## src/rtl/mips_pipe_pkg.sv

```systemverilog
// Opcode/funct encodings used by the hazard unit, plus small decode helpers
// shared by the RTL and the testbench.
package mips_pipe_pkg;

  localparam logic [5:0] OP_RTYPE = 6'h00;
  localparam logic [5:0] OP_J     = 6'h02;
  localparam logic [5:0] OP_JAL   = 6'h03;

  localparam logic [5:0] FN_JR    = 6'h08;
  localparam logic [5:0] FN_JALR  = 6'h09;
  localparam logic [5:0] FN_MFHI  = 6'h10;
  localparam logic [5:0] FN_MTHI  = 6'h11;
  localparam logic [5:0] FN_MFLO  = 6'h12;
  localparam logic [5:0] FN_MTLO  = 6'h13;
  localparam logic [5:0] FN_MULT  = 6'h18;
  localparam logic [5:0] FN_MULTU = 6'h19;
  localparam logic [5:0] FN_DIV   = 6'h1A;
  localparam logic [5:0] FN_DIVU  = 6'h1B;

  // HI/LO moves and MULT/DIV all touch the MDU and must wait while it is busy.
  function automatic logic is_mdu_op(input logic [5:0] opcode, input logic [5:0] funct);
    return (opcode == OP_RTYPE) &&
           (((funct >= FN_MFHI) && (funct <= FN_MTLO)) ||
            ((funct >= FN_MULT) && (funct <= FN_DIVU)));
  endfunction

  function automatic logic is_jump_op(input logic [5:0] opcode, input logic [5:0] funct);
    return (opcode == OP_J) || (opcode == OP_JAL) ||
           ((opcode == OP_RTYPE) && ((funct == FN_JR) || (funct == FN_JALR)));
  endfunction

endpackage

```

## src/rtl/hazard_sat_counter.sv

```systemverilog
// Saturating event counter with a synchronous clear that overrides increment.
module hazard_sat_counter #(
  parameter int CNT_W = 32
) (
  input  logic             clk,
  input  logic             rst_n,
  input  logic             inc,
  input  logic             clr,
  output logic [CNT_W-1:0] count
);

  logic [CNT_W-1:0] count_reg;

  always_ff @(posedge clk or negedge rst_n) begin
    if (!rst_n) begin
      count_reg <= '0;
    end else if (clr) begin
      count_reg <= '0;
    end else if (inc && (count_reg != '1)) begin
      count_reg <= count_reg + 1'b1;
    end
  end

  assign count = count_reg;

endmodule

```

## src/rtl/hazard_scoreboard_unit.sv

```systemverilog
// Pipeline hazard controller: load-use scoreboard, MULT/DIV busy tracking,
// stall/bubble/flush generation and saturating stall/flush counters.
module hazard_scoreboard_unit
  import mips_pipe_pkg::*;
#(
  parameter int REG_ADDR_W = 5,
  parameter int LOAD_LAT   = 1,
  parameter int MDU_LAT    = 4,
  parameter int CNT_W      = 32
) (
  input  logic                  clk,
  input  logic                  rst_n,
  input  logic                  id_valid,
  input  logic [5:0]            id_opcode,
  input  logic [5:0]            id_funct,
  input  logic [REG_ADDR_W-1:0] id_rs,
  input  logic [REG_ADDR_W-1:0] id_rt,
  input  logic                  id_uses_rs,
  input  logic                  id_uses_rt,
  input  logic                  ex_valid,
  input  logic                  ex_mem_read,
  input  logic [REG_ADDR_W-1:0] ex_wr_reg,
  input  logic                  ex_branch,
  input  logic                  ex_zero,
  input  logic                  ex_mdu_start,
  input  logic                  cnt_clr,
  output logic                  stall_if_id,
  output logic                  bubble_id_ex,
  output logic                  flush_if_id,
  output logic                  flush_id_ex,
  output logic                  mdu_busy,
  output logic [CNT_W-1:0]      stall_cnt,
  output logic [CNT_W-1:0]      flush_cnt
);

  localparam int MDU_W = $clog2(MDU_LAT);

  logic                  slot0_v;
  logic [LOAD_LAT-1:0]   slot_hit;
  logic                  load_haz;
  logic                  mdu_haz;
  logic                  br_taken;
  logic                  jump;
  logic [MDU_W-1:0]      mdu_cnt_reg;

  function automatic logic src_match(input logic [REG_ADDR_W-1:0] rd);
    return (id_uses_rs && (id_rs == rd)) || (id_uses_rt && (id_rt == rd));
  endfunction

  // Slot 0 is the load currently in EX; a write to $0 never creates a hazard.
  assign slot0_v     = ex_valid & ex_mem_read & (ex_wr_reg != '0);
  assign slot_hit[0] = slot0_v & src_match(ex_wr_reg);

  generate
    if (LOAD_LAT > 1) begin : g_shift
      logic [LOAD_LAT-1:1]   pend_v_reg;
      logic [REG_ADDR_W-1:0] pend_rd_reg [1:LOAD_LAT-1];

      always_ff @(posedge clk or negedge rst_n) begin
        if (!rst_n) begin
          pend_v_reg <= '0;
          for (int k = 1; k < LOAD_LAT; k++) pend_rd_reg[k] <= '0;
        end else begin
          pend_v_reg[1]  <= slot0_v;
          pend_rd_reg[1] <= ex_wr_reg;
          for (int k = 2; k < LOAD_LAT; k++) begin
            pend_v_reg[k]  <= pend_v_reg[k-1];
            pend_rd_reg[k] <= pend_rd_reg[k-1];
          end
        end
      end

      for (genvar gi = 1; gi < LOAD_LAT; gi++) begin : g_hit
        assign slot_hit[gi] = pend_v_reg[gi] & src_match(pend_rd_reg[gi]);
      end
    end
  endgenerate

  assign load_haz = id_valid & (|slot_hit);

  // A new start while busy simply restarts the occupancy window.
  always_ff @(posedge clk or negedge rst_n) begin
    if (!rst_n) begin
      mdu_cnt_reg <= '0;
    end else if (ex_mdu_start) begin
      mdu_cnt_reg <= MDU_W'(MDU_LAT - 1);
    end else if (mdu_cnt_reg != '0) begin
      mdu_cnt_reg <= mdu_cnt_reg - 1'b1;
    end
  end

  assign mdu_busy = (mdu_cnt_reg != '0);
  assign mdu_haz  = id_valid & mdu_busy & is_mdu_op(id_opcode, id_funct);
  assign br_taken = ex_valid & ex_branch & ex_zero;
  assign jump     = id_valid & is_jump_op(id_opcode, id_funct);

  // Taken branch kills the ID instruction, so its stall is moot; a stall
  // holds the jump in ID so it must not redirect yet.
  always_comb begin
    stall_if_id  = 1'b0;
    bubble_id_ex = 1'b0;
    flush_if_id  = 1'b0;
    flush_id_ex  = 1'b0;
    if (br_taken) begin
      flush_if_id = 1'b1;
      flush_id_ex = 1'b1;
    end else if (load_haz || mdu_haz) begin
      stall_if_id  = 1'b1;
      bubble_id_ex = 1'b1;
    end else if (jump) begin
      flush_if_id = 1'b1;
    end
  end

  hazard_sat_counter #(.CNT_W(CNT_W)) u_stall_cnt (
    .clk   (clk),
    .rst_n (rst_n),
    .inc   (stall_if_id),
    .clr   (cnt_clr),
    .count (stall_cnt)
  );

  hazard_sat_counter #(.CNT_W(CNT_W)) u_flush_cnt (
    .clk   (clk),
    .rst_n (rst_n),
    .inc   (flush_if_id),
    .clr   (cnt_clr),
    .count (flush_cnt)
  );

endmodule
```

## config.mk

```make
export PLATFORM = sky130hd
export DESIGN_NAME = hazard_scoreboard_unit
export DESIGN_NICKNAME = d
export VERILOG_FILES = /design/src/rtl/mips_pipe_pkg.sv /design/src/rtl/hazard_sat_counter.sv /design/src/rtl/hazard_scoreboard_unit.sv
export SDC_FILE = /design/constraint.sdc
export NUM_CORES = 1
export LEC_CHECK = 0
export CAP_MARGIN = 20
export CORE_MARGIN = 1
export CORE_UTILIZATION = 28
export CTS_BUF_LIST = sky130_fd_sc_hd__clkbuf_2 sky130_fd_sc_hd__clkbuf_4 sky130_fd_sc_hd__clkbuf_8
export DETAILED_ROUTE_END_ITERATION = 10
export PLACE_DENSITY_LB_ADDON = 0.08
export RECOVER_POWER = 100
export SLEW_MARGIN = 20
export SYNTH_ARGS = -nofsm -noshare
export SYNTH_HDL_FRONTEND = slang
export SYNTH_SLANG_ARGS = --single-unit
```

## constraint.sdc

```tcl
create_clock -name clk -period 3.5 [get_ports clk]
set_input_delay 0.525 -clock clk [delete_from_list [all_inputs] [get_ports clk]]
set_output_delay 0.525 -clock clk [all_outputs]
set_load 0.02 [all_outputs]
```

==> flow_summary.ini <==
[status]
outcome = completed

[floorplanning]
row_count = 42
initial_core_util_pct = 29.0
die_w_um = 120
core_um2 = 13300
die_height_um = 120
dieArea_um2 = 14300
ioPinCount = 107

[global_route]
grt_first_pass_wirelength_um = 18000
antenna_found_initial = 0
grt_max_degree = 43
grt_use_total_pct = 16.1
grt_remaining_overflow = 0
grt_pass1_vias = 3433

[sta]
relSlewSlack_pct = 3.19
hold_viol_final = 0
setup-violations-final = 0
max_slew.worst_pin.slew_ps = 1450
fin_crit_ps = 3290
setup-tns-final_ps = 0
hold_ws_ps = 485
maxSlewViolCount = 0
rsz0062_at_grt = no
max_freq_ghz = 0.304
clock_skew_ps = 9.35
min_period_over_period_pct = 94.0

[finish]
antenna_cells = 0
multiInputGateArea_um2 = 2010
syn_to_final_growth_pct = 35.4
seq_area_um2 = 1650
final_area_um2 = 5250
drive_gt1_share_pct = 7.53
fillers = 1354
fin_nets = 567

[critical_path]
crit_buf_inv = 3
cp.required_ps = 2970
endpoint = flush_if_id
r2r_slack_ps = 320
reg2reg_to = u_stall_cnt.count[26]
cpMostUsedCell = clkdlybuf4s50_1
crit_start = ex_wr_reg[2]
rr_worst_depth = 8
cp_top_family = buffers and inverters
crit_cells = 6
crit_path_max_incr_delay_ps = 670
crit_type = in2out
start_kind = input port
crit_path_cell_trace = clkdlybuf4s50_1, or4_1, o211ai_1, inv_1, a31oi_2, clkdlybuf4s50_1
end_kind = primary output
crit_path_top_delay_cell = clkdlybuf4s50_1
cp_data_arrival_time_ps = 2760
r2r_start = u_stall_cnt.count[0]
cp_max_fo = 3

[pwr]
ir_drop_v = 0.000122
p_per_area_nw_per_um2 = 308
leakage_uw = 0.00228
total_power_uw = 1610

[synth]
ys_ff_latch = 66
synth-seq-area-share_pct = 42.6
avgSynthCellArea_um2 = 9.18
yosysWarnings = 0
ys_top_cells_by_count = dfrtp_1 (66), nor2_1 (57), nand3_1 (38), xor2_1 (26)
syn_area_um2 = 3870
yosysTopAreaCell = dfrtp_1
synth.most_common_cell = dfrtp_1
yosysUniqueCellTypes = 59
synthArstFlopShare_pct = 100
synthTopCellsByArea = dfrtp_1 (43%), xor2_1 (5.9%), nor2_1 (5.5%)
synth_edf_count = 0
synth_top_area_share_pct = 42.6
synthCells = 422
synth_flop_cell = dfrtp_1
syn_nets = 463

[clocking]
numCtsBuffers = 9
cts_resized = 0
path_clk_slew_ps = 80
htreeDepth = 3
clkSinkCount = 66
cts_setup_buffers = 0
clock_path_buffers = 2
cts_hold_buf = 0
cts_tree = yes
root_buffer = clkbuf_8
clk_latency_ps = 360

[detailed_routing]
drc_errors = 0
viasPerCell = 4.92
dr_total_vias = 3481
totalWireLength_um = 10700
ant_nets = 0
initialDrtViolationCount = 225
routedWlPerCell_um = 15.1
drtPass1Iterations = 4

[placement]
place.gp.congestion = 0.771
post_dp_cell_area_um2 = 5090
dp_hpwl_um = 7500
portBuffers = 105

[hold_path]
hp-class = in2async

[run]
max_cap_viol_count = 0
[final cells by class]
cell class                 instances  area share [%]
multi-input combinational        322            38.3
sequential                        66            31.5
timing repair buffer             115            21.2
tap                              176            4.20
clock buffer                      12            3.03
clock inverter                     4           0.954
inverter                          12           0.859
[metrics by stage]
stage,instances,utilization (%),setup WS (ps)
final,707,39.3,211
after global routing,707,39.3,100
after CTS,707,39.7,189
after detailed placement,691,38.2,207
after global placement,691,38.2,175
after floorplan,422,-,761
[power breakdown]
part,switching (uW),total [uW],internal (uW)
registers,4.62,774,770
clock network,320,695,375
logic,76.3,144,68.0
[cells in the final DEF, fill, tap and decap left out, types with 15 or more instances in the layout]
cell type	synthesis	final
nand4_1	18	18
xnor2_1	20	20
and3_1	17	17
clkdlybuf4s50_1	0	35
dfrtp_1	66	66
nor4_1	14	15
nand2_1	20	20
xor2_1	26	26
dlygate4sd3_1	1	68
nor2_1	57	57
nand3_1	38	38
a21oi_1	18	18
[kinds of logic (layout without fill, tap and decap cells)]
family | after synthesis | after routing | synth area share, %
buf+inv | 34 | 143 | 4.62
fa+ha+maj | 3 | 3 | 0.969
simple gates | 218 | 218 | 31.2
mux | 9 | 9 | 2.68
flops | 66 | 66 | 42.6
compound gates | 46 | 46 | 7.50
xor+xnor | 46 | 46 | 10.4
[worst min-delay path by stage]
stage / slack (ps) / endpoint
2_1_floorplan: 230 / mdu_cnt_reg[0]
3_3_place_gp: 470 / mdu_cnt_reg[1]
3_5_place_dp: 480 / mdu_cnt_reg[1]
4_1_cts: 170 / u_stall_cnt.count[9]
5_1_grt: 520 / mdu_cnt_reg[1]
6_report: 490 / u_stall_cnt.count[10]
[worst register-to-register path, stage by stage, from the launching register on]
cell and delay (ps):
dfrtp_1 450, ha_1 230, nand2_1 70, or2_0 300, or3_1 530, or4_1 540, nor3_1 500, nand3_2 130
mux2_1 320
[routing by layer]
| metal | global-route usage (%) | wire [um] | vias to the layer above |
|---|---|---|---|
| met4 | 7.19 | 227 | 0 |
| met3 | 3.52 | 435 | 17 |
| li1 | - | - | 1719 |
| met5 | 0 | 0 | - |
| met1 | 20.8 | 5070 | 1672 |
| met2 | 25.6 | 4970 | 73 |
Note: power is estimated with default switching activity, not from simulation.
